===== src/rtl/load_store_unit.sv =====
// ============================================================================
// Module   : load_store_unit
// Purpose  : RV32I load/store stage with lane steering, extension and faults.
//            Optional ACCESS wait limit enabled by macro LSU_TIMEOUT_EN.
// Revision : 1.0
// ============================================================================
`default_nettype none

module load_store_unit #(
    parameter int ADDR_W         = 32,
    parameter int TIMEOUT_CYCLES = 255
) (
    input  logic              clk,
    input  logic              rst_n,
    input  logic              req_valid,
    output logic              req_ready,
    input  logic              is_store,
    input  logic [2:0]        funct3,
    input  logic [ADDR_W-1:0] addr,
    input  logic [31:0]       wdata,
    output logic              stall,
    output logic              done,
    output logic              fault,
    output logic [31:0]       rdata,
    output logic              mem_req,
    output logic              mem_we,
    output logic [ADDR_W-1:0] mem_addr,
    output logic [3:0]        mem_be,
    output logic [31:0]       mem_wdata,
    input  logic              mem_ack,
    input  logic [31:0]       mem_rdata
);

    typedef enum logic [1:0] {
        IDLE   = 2'd0,
        ACCESS = 2'd1,
        RESP   = 2'd2,
        FAULT  = 2'd3
    } state_t;

    state_t      r_state;
    logic        r_is_store;
    logic [2:0]  r_funct3;
    logic [1:0]  r_addr_lo;

`ifdef LSU_TIMEOUT_EN
    localparam logic [15:0] c_timeout_last = 16'(TIMEOUT_CYCLES - 1);
    logic [15:0] r_cnt;
`endif

    logic        w_bad;
    logic [3:0]  w_be;
    logic [31:0] w_wdata;
    logic [7:0]  w_byte;
    logic [15:0] w_half;
    logic [31:0] w_load;

    // Decode of the incoming request: legality, alignment and store lanes.
    always_comb begin
        w_bad   = 1'b0;
        w_be    = 4'b1111;
        w_wdata = wdata;
        if (is_store)
            w_bad = funct3[2] | (funct3[1:0] == 2'b11);
        else
            w_bad = (funct3 == 3'b011) | (funct3 == 3'b110) | (funct3 == 3'b111);
        case (funct3[1:0])
            2'b01:   w_bad = w_bad | addr[0];
            2'b10:   w_bad = w_bad | (addr[1:0] != 2'b00);
            default: ;
        endcase
        if (is_store) begin
            case (funct3[1:0])
                2'b00: begin
                    w_be    = 4'b0001 << addr[1:0];
                    w_wdata = {4{wdata[7:0]}};
                end
                2'b01: begin
                    w_be    = 4'b0011 << {addr[1], 1'b0};
                    w_wdata = {2{wdata[15:0]}};
                end
                default: ;
            endcase
        end
    end

    always_comb begin
        case (r_addr_lo)
            2'b00:   w_byte = mem_rdata[7:0];
            2'b01:   w_byte = mem_rdata[15:8];
            2'b10:   w_byte = mem_rdata[23:16];
            default: w_byte = mem_rdata[31:24];
        endcase
        w_half = r_addr_lo[1] ? mem_rdata[31:16] : mem_rdata[15:0];
        case (r_funct3)
            3'b000:  w_load = {{24{w_byte[7]}}, w_byte};
            3'b001:  w_load = {{16{w_half[15]}}, w_half};
            3'b100:  w_load = {24'd0, w_byte};
            3'b101:  w_load = {16'd0, w_half};
            default: w_load = mem_rdata;
        endcase
    end

    always_ff @(posedge clk) begin
        if (!rst_n) begin
            r_state    <= IDLE;
            r_is_store <= 1'b0;
            r_funct3   <= 3'd0;
            r_addr_lo  <= 2'd0;
            req_ready  <= 1'b1;
            stall      <= 1'b0;
            done       <= 1'b0;
            fault      <= 1'b0;
            rdata      <= 32'd0;
            mem_req    <= 1'b0;
            mem_we     <= 1'b0;
            mem_addr   <= '0;
            mem_be     <= 4'b0000;
            mem_wdata  <= 32'd0;
`ifdef LSU_TIMEOUT_EN
            r_cnt      <= 16'd0;
`endif
        end else begin
            case (r_state)
                IDLE: begin
                    if (req_valid) begin
                        r_is_store <= is_store;
                        r_funct3   <= funct3;
                        r_addr_lo  <= addr[1:0];
                        req_ready  <= 1'b0;
                        stall      <= 1'b1;
                        if (w_bad) begin
                            r_state <= FAULT;
                            done    <= 1'b1;
                            fault   <= 1'b1;
                            rdata   <= 32'd0;
                        end else begin
                            r_state   <= ACCESS;
                            mem_req   <= 1'b1;
                            mem_we    <= is_store;
                            mem_addr  <= {addr[ADDR_W-1:2], 2'b00};
                            mem_be    <= w_be;
                            mem_wdata <= w_wdata;
`ifdef LSU_TIMEOUT_EN
                            r_cnt     <= 16'd0;
`endif
                        end
                    end
                end
                ACCESS: begin
                    // A late ack still wins over the wait limit.
                    if (mem_ack) begin
                        r_state <= RESP;
                        mem_req <= 1'b0;
                        done    <= 1'b1;
                        fault   <= 1'b0;
                        rdata   <= r_is_store ? 32'd0 : w_load;
                    end
`ifdef LSU_TIMEOUT_EN
                    else if (r_cnt == c_timeout_last) begin
                        r_state <= FAULT;
                        mem_req <= 1'b0;
                        done    <= 1'b1;
                        fault   <= 1'b1;
                        rdata   <= 32'd0;
                    end else begin
                        r_cnt <= r_cnt + 16'd1;
                    end
`endif
                end
                default: begin
                    r_state   <= IDLE;
                    req_ready <= 1'b1;
                    stall     <= 1'b0;
                    done      <= 1'b0;
                    fault     <= 1'b0;
                end
            endcase
        end
    end

endmodule

`default_nettype wire


===== config.mk =====
export PLATFORM = sky130hd
export DESIGN_NAME = load_store_unit
export DESIGN_NICKNAME = d
export VERILOG_FILES = /design/src/rtl/load_store_unit.sv
export SDC_FILE = /design/constraint.sdc
export NUM_CORES = 1
export LEC_CHECK = 0
export ABC_AREA = 1
export BUFFER_PORTS_ARGS = -buffer_cell sky130_fd_sc_hd__buf_2
export CAP_MARGIN = 20
export CORE_MARGIN = 2
export CORE_UTILIZATION = 35
export CTS_CLUSTER_DIAMETER = 60
export DETAILED_ROUTE_END_ITERATION = 8
export PLACE_DENSITY = 0.6
export SYNTH_ARGS = -nofsm -noshare
export SYNTH_HDL_FRONTEND = slang
export SYNTH_SLANG_ARGS = --single-unit

===== constraint.sdc =====
create_clock -name clk -period 2.9 [get_ports clk]
set_input_delay 0.58 -clock clk [delete_from_list [all_inputs] [get_ports clk]]
set_output_delay 0.58 -clock clk [all_outputs]
set_load 0.05 [all_outputs]

==> metrics.md, run 1 <==
| Metric | Value |
|---|---|
| Crit Path Class | `input pin to flop` |
| Tmin final | `2050 ps` |
| Clock transition at the registers of the reported paths | `80 ps` |
| Starting Density | `35.6%` |
| Yosys warns | `0` |
| Largest cells by area after synthesis | `dfxtp_1, nor2_1, o21ai_0` |
| DR vias/cell | `4.77` |
| Clock sinks | `112` |
| Row count | `45` |
| Leak | `3.57 nW` |
| Starting DRT DRC Count | `304` |
| Post-CTS setup buffers | `0` |
| Cell Pwr Density | `672 nW/um2` |
| Die Span Y | `128 um` |
| Cells after synthesis | `827` |
| Hold crit path type | `input pin to flop` |
| Die Wd | `128 um` |
| First-pass detailed-route iteration total | `5` |
| DRT Wirelength | `17.1 mm` |
| Dominant cell type by area after synthesis | `dfxtp_1` |
| Worst-case clock skew | `7.34 ps` |
| Max_cap viols | `0` |
| Worst-Skew Late Latency | `360 ps` |
| Gpl congestion | `0.837` |
| Commonest non-fill, non-tap cell in the layout | `nor2_1` |
| Cts repair resizes | `0` |
| Sequential standard cell area | `2240 um2` |
| Worst-path fanout max | `34` |
| Synthesized cell area | `5390 um2` |
| Drt drc | `0` |
| Root Driver | `clkbuf_16` |
| RSZ-0062 raised after global routing | `no` |
| Total grt overflow | `0` |
| Design Power | `4.58 mW` |
| Final Core Density | `45.0%` |
| Via Count | `5,718` |
| Final setup viols | `0` |
| Gr usage total | `21.1%` |
| Post-synthesis sequential area ratio | `41.6%` |
| Multi-input logic area | `2590 um2` |
| TNS Setup | `0 ps` |
| CTS Buf Count | `9` |
| Core footprint | `15,100 um2` |
| # nets final | `1,112` |
| First-pass GRT wire length | `27.4 mm` |
| #FFs+latches synth | `112` |
| Initial antenna violation count | `2` |
| Tcrit/Tclk final | `70.6%` |
| I/O pins | `210` |
| Worst vdd ir | `330 uV` |
| Crit. End Element | `flop` |
| Port bufs | `207` |
| Worst reg-to-reg setup slack | `910 ps` |
| Share of cells above drive strength 1 | `24.5%` |
| Fin Hold WS | `436 ps` |
| Vias in the first global route | `5,450` |
| CTS Buffer Depth | `2` |
| Final Hold Vio Count | `0` |
| Max_slew headroom | `38.3%` |
| Final antenna-violating net count | `0` |
| Fillers | `1,677` |
| Pin count of the biggest net entering global routing | `68` |
| Status | `finished, final reports clean` |
| Avg Cell Area, Syn | `6.52 um2` |
| F_max | `488 MHz` |
| CTS tree | `built` |
| Die ar. | `16,400 um2` |
| Pins Over Slew Limit | `0` |
| CP Data Required Time | `3120 ps` |
| Layout area overhead | `26.5%` |
| Commonest cells after routing, fill and taps aside | `nor2_1, buf_2, dfxtp_1` |
| Slew @ Worst Pin | `924 ps` |
| Startpoint Class | `input pin` |
| Count of cell types in the netlist | `29` |
| CP arrival | `2270 ps` |
| H-Tree Depth | `3` |
| Hpwl dp | `12.4 mm` |
| Avg WL per Cell | `14.2 um` |
| Hold buffer count at CTS | `0` |
| Top-area cell type share of the netlist area | `41.6%` |
-- per-layer routing --
| metal | up-vias | part of all wire [%] | GRT usage, % | wire, um |
|---|---|---|---|---|
| met5 | - | 0 | 0 | 0 |
| met2 | 204 | 47 | 35.0 | 7950 |
| met4 | 0 | 2.1 | 8.08 | 351 |
| li1 | 2952 | - | - | - |
| met1 | 2537 | 43 | 25.8 | 7330 |
| met3 | 25 | 8.5 | 6.09 | 1450 |
-- kinds of logic (layout without fill, tap and decap cells) --
kind of cell | count (synthesis) | in the layout | synth area share, %
simple gates | 402 | 402 | 29.6
compound gates | 180 | 180 | 17.4
buf+inv | 128 | 309 | 10.3
flops | 112 | 112 | 41.6
fa+ha+maj | 4 | 4 | 0.929
other cells | 1 | 4 | 0.0696
-- layout make-up --
type                    count  area share, %
multi-input cells         588           38.0
flip-flops and latches    112           32.9
repair buffers            218           16.6
inverters                  75           4.17
well taps                 188           3.45
clock buffers              10           3.36
clock inverters             6           1.43
diodes                      2         0.0734
-- synthesized netlist by cell type --
cell      count
a211oi_1      1
a21oi_1      43
a21oi_2       5
a31oi_1       6
buf_1         2
buf_2         8
buf_4         7
buf_6         5
clkbuf_1     31
clkinv_1      2
conb_1        1
dfxtp_1     112
ha_1          4
inv_1        71
inv_2         1
inv_4         1
nand2_1     107
nand2_2       1
nand2_4       1
nand3_1      25
nand4_1       1
nand4_4       1
nor2_1      261
nor2_4        3
nor3_1        1
o21ai_0      82
o21ai_1      35
o22ai_1       8
or2_2         1
-- flip-flops by register name, summed over array words and instances, names as in the netlist --
register,cells
stall,1
fault,1
mem_be,4
mem_req,1
mem_addr,30
done,1
r_state,2
mem_wdata,32
r_funct3,3
req_ready,1
rdata,32
r_is_store,1
mem_we,1
r_addr_lo,2
-- power breakdown --
part / switching (mW) / leakage, nW / internal, mW / total [mW]
logic: 1.06 / 2.49 / 0.357 / 1.41
clock network: 0.621 / 0.160 / 0.773 / 1.39
registers: 0.0894 / 0.917 / 1.69 / 1.78
total: 1.77 / 3.57 / 2.82 / 4.58
-- worst max-delay path: stages --
cell and delay (ps):
buf_2 130, inv_1 90, ha_1 180, nand2_1 60, nand2_1 50, nand2_1 90, nand4_4 100, buf_4 240
nand2_4 180, inv_4 320, nor2_1 80, nor2_1 110, nor2_1 40
-- path summary, 6_finish.rpt --
kind	cells past startpoint	to	from
hold / removal	3	mem_addr[11]$_SDFFE_PN0P_	addr[11]
hold reg to reg	2	mem_be[2]$_SDFFE_PN0P_	mem_be[2]$_SDFFE_PN0P_
setup / recovery	13	rdata[19]$_SDFFE_PN0P_	funct3[0]
setup reg to reg	6	rdata[1]$_SDFFE_PN0P_	r_state[1]$_SDFFE_PN0P_
-- per-stage QoR --
| step | setup WS [ps] | instances | cell area, um2 |
|---|---|---|---|
| 5_1_grt | 649 | 1199 | 6820 |
| 6_report | 853 | 1199 | 6820 |
| 3_3_place_gp | 494 | 1181 | 6490 |
| 2_1_floorplan | 898 | 828 | 5390 |
| 4_1_cts | 826 | 1197 | 6810 |
| 3_5_place_dp | 452 | 1181 | 6490 |
No activity file was read; power rests on OpenSTA's default activity.
==> run 2, diff against run 1 <==
--- a/config.mk
+++ b/config.mk
@@ -12,7 +12,7 @@
 export CORE_UTILIZATION = 35
 export CTS_CLUSTER_DIAMETER = 60
 export DETAILED_ROUTE_END_ITERATION = 8
-export PLACE_DENSITY = 0.6
+export PLACE_DENSITY = 0.62
 export SYNTH_ARGS = -nofsm -noshare
 export SYNTH_HDL_FRONTEND = slang
 export SYNTH_SLANG_ARGS = --single-unit
==> constraint.sdc (replaced) <==
create_clock -name clk -period 1.73 [get_ports clk]
set_input_delay 0.346 -clock clk [delete_from_list [all_inputs] [get_ports clk]]
set_output_delay 0.346 -clock clk [all_outputs]
set_load 0.05 [all_outputs]
==> run 2 against run 1 <==
Against the previous run:
- setup slack got worse by 710 ps
- design area increased by 3.7%
- sequential power increased by 66%
- combinational power increased by 81%
- clock power increased by 55%
- routed wire length decreased by 1.6%
- critical endpoint is now rdata[14]$_SDFFE_PN0P_
==> metrics.md, run 2 (synthesis gave the netlist of run 1 again) <==
| Metric | Value |
|---|---|
| Seq pwr share | `38.6% (-0.2 points)` |
| CP Data Required Time | `1970 ps (-1150 ps)` |
| Placed Cells | `1,204 (+1.9%)` |
| Crit Path Class | `flop to flop` |
| Logic gate share of total power | `33.3% (+2.5 points)` |
| RSZ-0062 raised after global routing | `no` |
| Leak | `3.71 nW (+4.1%)` |
| Cell Pwr Density | `1080 nW/um2 (+61%)` |
| Worst vdd ir | `447 uV (+36%)` |
| Die Wd | `128 um (unchanged)` |
| Starting DRT DRC Count | `295 (-3.0%)` |
| Worst-Skew Late Latency | `360 ps (about the same)` |
| First-pass GRT wire length | `26.6 mm (-2.7%)` |
| Status | `finished, final reports clean` |
| Hold crit path type | `input pin to flop` |
| Global route hottest layer | `met2` |
| Design Power | `7.66 mW (+67%)` |
| Commonest cells after routing, fill and taps aside | `nor2_1, buf_2, dfxtp_1` |
| I/O pins | `210 (unchanged)` |
| Design Area, Final | `7070 um2 (+3.7%)` |
| Hold buffer count at CTS | `0 (unchanged)` |
| # diodes | `0 (-2)` |
| Final Hold Vio Count | `0 (unchanged)` |
| Met1 usage | `24.3% (-1.4 points)` |
| Row count | `45 (unchanged)` |
| H-Tree Depth | `3 (unchanged)` |
| Tcrit/Tclk final | `91.7%` |
| Tmin final | `1590 ps` |
| CP arrival | `1830 ps (-440 ps)` |
| CTS tree | `built` |
| Core footprint | `15,100 um2 (unchanged)` |
| Pin count of the biggest net entering global routing | `55 (-19%)` |
| Port bufs | `207 (unchanged)` |
| CTS Buf Count | `9 (unchanged)` |
| Die ar. | `16,400 um2 (unchanged)` |
| First-pass detailed-route iteration total | `5 (unchanged)` |
| Final setup viols | `0 (unchanged)` |
| Clock transition at the registers of the reported paths | `80 ps (about the same)` |
| CP Launch Point | `r_state[1]$_SDFFE_PN0P_` |
| Final antenna-violating net count | `0 (unchanged)` |
| Post-CTS setup buffers | `0 (unchanged)` |
| Fin Hold WS | `205 ps (-231 ps)` |
| Hpwl dp | `12.6 mm (+1.6%)` |
| R2R Path Start | `r_state[1]$_SDFFE_PN0P_` |
| Root Driver | `clkbuf_16` |
| CTS Buffer Depth | `2 (unchanged)` |
| Switching share of power | `38.5% (-0.076 points)` |
| Vias in the first global route | `5,258 (-3.5%)` |
| Total grt overflow | `0 (unchanged)` |
| Startpoint Class | `flop` |
| Pins Over Slew Limit | `0 (unchanged)` |
| # nets final | `1,135 (+2.1%)` |
| DRT Wirelength | `16.8 mm (-1.6%)` |
| Die Span Y | `128 um (unchanged)` |
| Global-route met3 utilization | `6.51% (+0.42 points)` |
| Top flop regs | `mem_wdata (32), rdata (32), mem_addr (30)` |
| DR vias/cell | `4.72 (-1.1%)` |
| Met2 Resource Use GR | `35.3% (+0.25 points)` |
| Starting Density | `35.6% (unchanged)` |
| Max_cap viols | `0 (unchanged)` |
| Avg WL per Cell | `13.8 um (-3.3%)` |
| Cell internal pwr | `4.71 mW (+67%)` |
| Crit. End Element | `flop` |
| Initial antenna violation count | `2 (unchanged)` |
| P_sw | `2.95 mW (+67%)` |
| Placed cell area | `6780 um2 (+4.5%)` |
| Drt drc | `0 (unchanged)` |
| Worst-case clock skew | `3.86 ps (-3.48 ps)` |
| Layout area overhead | `31.2%` |
| F_max | `630 MHz` |
| Via Count | `5,756 (+0.66%)` |
| Commonest non-fill, non-tap cell in the layout | `nor2_1` |
| Worst-path fanout max | `16 (-53%)` |
| Share of cells above drive strength 1 | `26.3% (+1.8 points)` |
| Clock group share of total power | `28.0% (-2.4 points)` |
| Gr usage total | `20.6% (-0.45 points)` |
| Gpl congestion | `0.835 (-0.29%)` |
| Hold_sp | `addr[11]` |
| Final non-filler cell total | `1,220 (+1.8%)` |
| Clock sinks | `112 (unchanged)` |
| Cts repair resizes | `0 (unchanged)` |
-- run 2: through the flow --
step | worst slack [ps] | util [%] | setup TNS (ps)
global route | 10.2 | 46.7 | 0
floorplan | 8.81 | - | 0
finish | 143 | 46.7 | 0
CTS | 142 | 46.7 | 0
detailed placement | -109 | 44.7 | -3930
global placement | -40.1 | 44.7 | -534
-- run 2: worst paths after layout --
check | slack (ps) | cells after the start | end
max | 140 | 8 | rdata[14]$_SDFFE_PN0P_
min | 210 | 3 | mem_addr[11]$_SDFFE_PN0P_
max reg2reg | 140 | 8 | rdata[14]$_SDFFE_PN0P_
min reg2reg | 460 | 2 | mem_be[1]$_SDFFE_PN0P_
-- run 2: layout make-up --
class,instances,area [um2]
clock buffer,10,229
clock inverter,6,67.6
fill,1627,8070
inverter,75,284
multi-input combinational,588,2600
sequential,112,2240
tap,188,235
timing repair buffer,241,1420
-- run 2: layer usage --
metal / wire (um) / vias to the layer above / share of wire [%]
li1: - / 3005 / -
met5: 27 / - / 0.16
met3: 1540 / 20 / 9.2
met2: 7880 / 215 / 47
met4: 285 / 4 / 1.7
met1: 7070 / 2512 / 42
-- run 2: critical path, cell delays in order, from the launching register on --
cell	delay [ps]
dfxtp_1	470
nor2_1	120
nand2_1	100
nand2_2	80
nor2_4	150
nand2_4	90
buf_12	150
a21oi_1	230
nor2_1	80
-- run 2: power by group through the flow --
stage	clock [mW]	sequential [mW]	combinational, mW
2_1_floorplan	0	3.80	1.02
3_3_place_gp	0	3.02	2.56
3_5_place_dp	0	3.01	2.57
4_1_cts	2.21	2.96	2.58
5_1_grt	2.32	2.99	2.78
6_report	2.15	2.96	2.55
